`src/rtl/cpu6_clint_pkg.sv`:
```
// ============================================================================
// Module      : cpu6_clint_pkg
// Description : Shared constants for the cpu6 machine timer (CLINT).
//               - Register offsets within the 32-byte window, indexed by addr[4:2].
//               - The reset value of mtimecmp.
//               - The prescaler counter width.
//               - Datapath width.
// Revision    : 1.0 - initial release
// ============================================================================
`default_nettype none

package cpu6_clint_pkg;

  localparam int CPU6_XLEN = 32;

  // Word offsets (addr[4:2]) of the timer registers
  localparam logic [2:0] CPU6_CLINT_OFS_MTIME_LO    = 3'd0;
  localparam logic [2:0] CPU6_CLINT_OFS_MTIME_HI    = 3'd1;
  localparam logic [2:0] CPU6_CLINT_OFS_MTIMECMP_LO = 3'd2;
  localparam logic [2:0] CPU6_CLINT_OFS_MTIMECMP_HI = 3'd3;
  localparam logic [2:0] CPU6_CLINT_OFS_PRESCALE    = 3'd4;

  // mtimecmp resets to all-ones so the interrupt stays quiet until software arms it
  localparam logic [63:0] CPU6_CLINT_MTIMECMP_RST = 64'hFFFF_FFFF_FFFF_FFFF;

  localparam int CPU6_CLINT_PCNT_W = 8;

  // Address decode: the window is 32 bytes, so only bits [31:5] take part
  function automatic logic cpu6_clint_hit(input logic [31:0] addr,
                                          input logic [31:0] base);
    return (addr[31:5] == base[31:5]);
  endfunction

endpackage

`default_nettype wire

```
`src/rtl/cpu6_clint_prescaler.sv`:
```
// ============================================================================
// Module      : cpu6_clint_prescaler
// Description : Tick generator for the machine timer. An 8-bit counter runs
//               from 0 up to `prescale`. It emits a one-cycle `tick` on the
//               cycle it matches, then wraps to 0. This gives one tick every
//               prescale+1 cycles.
// Ports       : clk      - clock
//               reset    - synchronous active-high reset
//               prescale - divider setting (current register value)
//               clr      - restart the count at 0, no tick this cycle
//               tick     - single-cycle increment enable for mtime
// Revision    : 1.0 - initial release
// ============================================================================
`default_nettype none

module cpu6_clint_prescaler
  import cpu6_clint_pkg::*;
(
  input  logic                         clk,
  input  logic                         reset,
  input  logic [CPU6_CLINT_PCNT_W-1:0] prescale,
  input  logic                         clr,
  output logic                         tick
);

  logic [CPU6_CLINT_PCNT_W-1:0] pcnt_q;
  logic [CPU6_CLINT_PCNT_W-1:0] pcnt_d;

  always_comb begin
    tick   = 1'b0;
    pcnt_d = pcnt_q + 1'b1;
    if (clr) begin
      // A divider reload restarts the period cleanly and suppresses the tick
      pcnt_d = '0;
    end else if (pcnt_q == prescale) begin
      tick   = 1'b1;
      pcnt_d = '0;
    end
  end

  always_ff @(posedge clk) begin
    if (reset) begin
      pcnt_q <= '0;
    end else begin
      pcnt_q <= pcnt_d;
    end
  end

endmodule

`default_nettype wire

```
`src/rtl/cpu6_clint.sv`:
```
// ============================================================================
// Module      : cpu6_clint
// Description : Memory-mapped machine timer for the cpu6 MEM-stage data port.
//               - 64-bit mtime advances on prescaler ticks.
//               - 64-bit mtimecmp holds the compare value.
//               - A registered level interrupt is raised while mtime >= mtimecmp.
//               - BASE_ADDR must be 32-byte aligned.
// Ports       : clk       - clock
//               reset     - synchronous active-high reset
//               addr      - byte address (word access, addr[1:0] ignored)
//               wdata     - store data
//               memwrite  - store strobe
//               rdata     - combinational read data, 0 on a miss
//               tmr_irq_r - registered timer interrupt request (level)
// Revision    : 1.0 - initial release
// ============================================================================
`default_nettype none

module cpu6_clint
  import cpu6_clint_pkg::*;
#(
  parameter logic [31:0] BASE_ADDR = 32'h0200_0000
) (
  input  logic                 clk,
  input  logic                 reset,
  input  logic [CPU6_XLEN-1:0] addr,
  input  logic [CPU6_XLEN-1:0] wdata,
  input  logic                 memwrite,
  output logic [CPU6_XLEN-1:0] rdata,
  output logic                 tmr_irq_r
);

  logic        hit;
  logic [2:0]  ofs;
  logic        wr_en;
  logic        wr_mtime_lo;
  logic        wr_mtime_hi;
  logic        wr_cmp_lo;
  logic        wr_cmp_hi;
  logic        wr_prescale;
  logic        tick;
  logic        unused_addr_lsb;

  logic [63:0] mtime_q,    mtime_d;
  logic [63:0] mtimecmp_q, mtimecmp_d;
  logic [7:0]  prescale_q, prescale_d;
  logic        irq_q,      irq_d;

  assign hit             = cpu6_clint_hit(addr, BASE_ADDR);
  assign ofs             = addr[4:2];
  assign wr_en           = memwrite & hit;
  assign unused_addr_lsb = ^addr[1:0];

  assign wr_mtime_lo = wr_en && (ofs == CPU6_CLINT_OFS_MTIME_LO);
  assign wr_mtime_hi = wr_en && (ofs == CPU6_CLINT_OFS_MTIME_HI);
  assign wr_cmp_lo   = wr_en && (ofs == CPU6_CLINT_OFS_MTIMECMP_LO);
  assign wr_cmp_hi   = wr_en && (ofs == CPU6_CLINT_OFS_MTIMECMP_HI);
  assign wr_prescale = wr_en && (ofs == CPU6_CLINT_OFS_PRESCALE);

  cpu6_clint_prescaler u_prescaler (
    .clk      (clk),
    .reset    (reset),
    .prescale (prescale_q),
    .clr      (wr_prescale),
    .tick     (tick)
  );

  // Next-state for the register file
  always_comb begin
    mtime_d    = mtime_q;
    mtimecmp_d = mtimecmp_q;
    prescale_d = prescale_q;

    // A store to either mtime half takes priority over the tick.
    // This keeps a carry out of the low half from reaching the high half.
    if (wr_mtime_lo) begin
      mtime_d[31:0] = wdata;
    end else if (wr_mtime_hi) begin
      mtime_d[63:32] = wdata;
    end else if (tick) begin
      mtime_d = mtime_q + 64'd1;
    end

    if (wr_cmp_lo) begin
      mtimecmp_d[31:0] = wdata;
    end
    if (wr_cmp_hi) begin
      mtimecmp_d[63:32] = wdata;
    end
    if (wr_prescale) begin
      prescale_d = wdata[7:0];
    end
  end

  // The compare uses current register values, so the request trails the condition by one edge
  assign irq_d = (mtime_q >= mtimecmp_q);

  always_ff @(posedge clk) begin
    if (reset) begin
      mtime_q    <= 64'd0;
      mtimecmp_q <= CPU6_CLINT_MTIMECMP_RST;
      prescale_q <= 8'd0;
      irq_q      <= 1'b0;
    end else begin
      mtime_q    <= mtime_d;
      mtimecmp_q <= mtimecmp_d;
      prescale_q <= prescale_d;
      irq_q      <= irq_d;
    end
  end

  // Combinational read port
  always_comb begin
    rdata = '0;
    if (hit) begin
      case (ofs)
        CPU6_CLINT_OFS_MTIME_LO:    rdata = mtime_q[31:0];
        CPU6_CLINT_OFS_MTIME_HI:    rdata = mtime_q[63:32];
        CPU6_CLINT_OFS_MTIMECMP_LO: rdata = mtimecmp_q[31:0];
        CPU6_CLINT_OFS_MTIMECMP_HI: rdata = mtimecmp_q[63:32];
        CPU6_CLINT_OFS_PRESCALE:    rdata = {24'd0, prescale_q};
        default:                    rdata = '0;
      endcase
    end
  end

  assign tmr_irq_r = irq_q;

endmodule

`default_nettype wire

```
`config.mk`:
```
export PLATFORM = sky130hd
export DESIGN_NAME = cpu6_clint
export DESIGN_NICKNAME = d
export VERILOG_FILES = /design/src/rtl/cpu6_clint_pkg.sv /design/src/rtl/cpu6_clint_prescaler.sv /design/src/rtl/cpu6_clint.sv
export SDC_FILE = /design/constraint.sdc
export NUM_CORES = 1
export LEC_CHECK = 0
export BUFFER_PORTS_ARGS = -buffer_cell sky130_fd_sc_hd__buf_2
export CELL_PAD_IN_SITES_DETAIL_PLACEMENT = 1
export CELL_PAD_IN_SITES_GLOBAL_PLACEMENT = 2
export CORE_MARGIN = 2
export CORE_UTILIZATION = 35
export CTS_CLUSTER_DIAMETER = 200
export DETAILED_ROUTE_END_ITERATION = 6
export GPL_TIMING_DRIVEN = 0
export MAX_ROUTING_LAYER = met4
export PLACE_DENSITY = 0.77
export SYNTH_ARGS = -nofsm -noshare
export SYNTH_HDL_FRONTEND = slang
export SYNTH_HIERARCHICAL = 1
export SYNTH_SLANG_ARGS = --single-unit
```
`constraint.sdc`:
```
create_clock -name clk -period 4 [get_ports clk]
set_input_delay 0.8 -clock clk [delete_from_list [all_inputs] [get_ports clk]]
set_output_delay 0.8 -clock clk [all_outputs]
set_load 0.005 [all_outputs]
```
==> results.json <==
{
  "wire_per_inst_um": 25.77,
  "area_growth_pct": 15.96,
  "r2r-end": "mtime_q[60]$_SDFFE_PP0P_",
  "worst_slew_pin_slew_ns": 1.327,
  "first_pass_iters": 5,
  "power_density_nw_per_um2": 296.1,
  "hold_slack_ns": 0.5100,
  "min-delay-start": "mtimecmp_q[0]$_SDFFE_PP1P_",
  "setup_viol": 0,
  "gr-total-overflow": 0,
  "fmax_mhz": 261.5,
  "finalHoldViolations": 0,
  "maxCapViolations": 0,
  "globalplace.congestion": 0.9660,
  "yosysTopAreaCell": "dfxtp_1",
  "postLayoutCellArea_um2": 11120,
  "postSynthCellCount": 1223,
  "regArea_um2": 2903,
  "root_buffer": "clkbuf_16",
  "ant_nets": 0,
  "ys_warn_count": 6,
  "route.detailed.drc": 0,
  "grt_pass1_wl_mm": 66.50,
  "dpl.hpwl_mm": 32.73,
  "hold_buffers": 0,
  "synth_top_area_share_pct": 30.28,
  "io_buffers": 96,
  "placed_cells": 1662,
  "ir_drop_mv": 0.2506,
  "final-instance-count-excl-fill": 1691,
  "final_nets": 1472,
  "clk_latency_ns": 0.44,
  "post-cts-setup-buffers": 0,
  "fillers": 3342,
  "ios": 100,
  "ys_seq_area_share_pct": 30.28,
  "r2r_slack_ns": 0.53,
  "hold_path_end": "mtimecmp_q[0]$_SDFFE_PP1P_",
  "cts_tree": "yes",
  "cts.sinks": 145,
  "period_minus_slack_ns": 3.823,
  "synthTopCellsByArea": "dfxtp_1 (30%), ha_1 (8.6%), a22oi_1 (5.6%)",
  "r2r_cells": 8,
  "tritoncts.num_buffers": 17,
  "fin_skew_ns": 0.01784,
  "routed_wl_mm": 43.58,
  "vias_per_cell": 6.151,
  "grt_usage_pct": 31.83,
  "initial_core_util_pct": 35.57,
  "cts_max_level": 4,
  "grt_setup_unrepaired": "false",
  "crit_fanout": 10,
  "rows": 60,
  "multi_input_area_um2": 6083,
  "yosysUniqueCellTypes": 66,
  "antennaDiodeCount": 0,
  "finalCritPeriodShare_pct": 95.59,
  "hp-class": "flop to flop",
  "route.vias.total": 10400,
  "synthArstFlopShare_pct": 0,
  "finalCoreUtilization_pct": 41.25,
  "syn-num-nets": 1356,
  "power_w": 0.003291,
  "grt_pass1_vias": 10530,
  "required_ns": 3.20,
  "avgSynthCellArea_um2": 7.839,
  "drv_slew": 0,
  "arrival_ns": 3.02,
  "power.leakage_nw": 4.631,
  "die_w_um": 169.5,
  "clkTransAtPathRegs_ns": 0.07,
  "layout-drive-gt1-share_pct": 12.52,
  "worstSetupStartpointType": "input port",
  "status": "finished clean",
  "clockBufferDepth": 2,
  "yosys_register_bits": 145,
  "crit_type": "input port to output pin",
  "die_area_um2": 28730,
  "antenna_found_initial": 0,
  "final_common_cell": "dfxtp_1",
  "layout_common_cells": "dfxtp_1 (145), nand2_1 (135), buf_2 (97), inv_1 (81), nor2_1 (77)",
  "synth_edf_count": 0,
  "slew_headroom_pct": 10.69,
  "syn_area_um2": 9587,
  "endpoint_kind": "output pin",
  "core_area_um2": 26950,
  "placed_area_um2": 10520,
  "grt_max_degree": 17,
  "fp.dieH_um": 169.5,
  "ys.flop_type": "dfxtp_1",
  "holdPathStages": 2,
  "ctsResizeCount": 12,
  "drt_iter0_drc": 813,
  "r2r_start": "mtime_q[8]$_SDFFE_PP0P_"
}
[synth_stat cells, types with 3 or more instances]
| cell | instances |
|---|---|
| xor2_1 | 12 |
| and2_1 | 14 |
| buf_6 | 3 |
| and4_1 | 13 |
| a21oi_1 | 67 |
| o21ai_0 | 37 |
| or2_2 | 5 |
| mux2i_1 | 12 |
| nand2_1 | 135 |
| or3_1 | 9 |
| o22ai_1 | 4 |
| nand4_1 | 26 |
| ha_1 | 66 |
| and3_1 | 5 |
| o22a_1 | 8 |
| nand3b_1 | 6 |
| nand3_1 | 44 |
| or4_1 | 12 |
| nor4_1 | 39 |
| a21o_1 | 10 |
| o211ai_1 | 70 |
| dfxtp_1 | 145 |
| inv_1 | 81 |
| nor3_1 | 30 |
| mux2_2 | 7 |
| xnor2_1 | 29 |
| a211oi_1 | 41 |
| clkbuf_1 | 75 |
| nor2_1 | 77 |
| a31oi_1 | 12 |
| o31ai_1 | 4 |
| nor3b_1 | 3 |
| a22oi_1 | 71 |
| nor2b_1 | 3 |
| a41oi_1 | 3 |
| buf_1 | 4 |
| a221oi_1 | 6 |
[worst max-delay path by stage]
stage          startpoint                        to  depth (start not counted)  slack, ns
4_1_cts           addr[3]   mtime_q[7]$_SDFFE_PP0P_                         11       0.03
5_1_grt           addr[4]                  rdata[6]                          8      0.002
3_3_place_gp      addr[3]   mtime_q[7]$_SDFFE_PP0P_                         11      -1.20
2_1_floorplan    addr[17]  mtime_q[28]$_SDFFE_PP0P_                         11       0.66
3_5_place_dp      addr[3]   mtime_q[7]$_SDFFE_PP0P_                         11      -1.18
6_report          addr[4]                  rdata[6]                          8       0.18
[metrics by stage]
step                      TNS [ns]  setup slack, ns
after floorplan                  0           0.6616
after global placement      -51.93           -1.202
after detailed placement    -49.13           -1.181
after CTS                        0          0.03154
after global routing             0         0.001531
final                            0           0.1766
[flip-flops by register name (all words and copies together), names as in the netlist]
signal	count
u_prescaler/pcnt_q	8
prescale_q	8
tmr_irq_r	1
mtimecmp_q	64
mtime_q	64
[power breakdown]
part           internal, W  switching, W
sequential         0.00145    0.00000529
combinational    0.0000643      0.000155
clock             0.000889      0.000733
[worst max-delay path, stage by stage]
cell	delay [ns]
clkbuf_1	0.21
nor2b_1	0.16
clkbuf_1	0.29
buf_1	0.91
a22oi_1	0.22
o22a_1	0.25
nor2_1	0.07
buf_2	0.12
[area by class of cell]
| type | count | share of cell area (%) |
|---|---|---|
| Tap cell | 341 | 3.838 |
| Buffer | 81 | 3.084 |
| Inverter | 82 | 2.769 |
| Clock buffer | 19 | 4.074 |
| Timing Repair Buffer | 98 | 4.457 |
| Multi-Input combinational cell | 914 | 54.72 |
| Clock inverter | 11 | 0.9454 |
| Sequential cell | 145 | 26.11 |
[kinds of logic (layout without fill, tap and decap cells)]
logic type	after synthesis	count (layout)	synth area share, %
simple gates	433	433	23.04
compound gates	353	353	25.19
buf+inv	164	291	6.656
flops	145	145	30.28
fa+ha+maj	66	66	8.614
xor+xnor	42	42	3.915
mux	20	20	2.310
[routing by layer]
metal  part of all wire (%)  global-route usage [%]  wire (um)  vias to the layer above
li1                       -                       -          -                     4793
met1                     46                   43.20      20220                     5173
met2                     44                   48.96      19310                      372
met3                    6.6                   5.037       2865                       63
met4                    2.7                   9.253       1183                        0
met5                      0                       -          0                        -
Power figures use the tool's default switching activity.
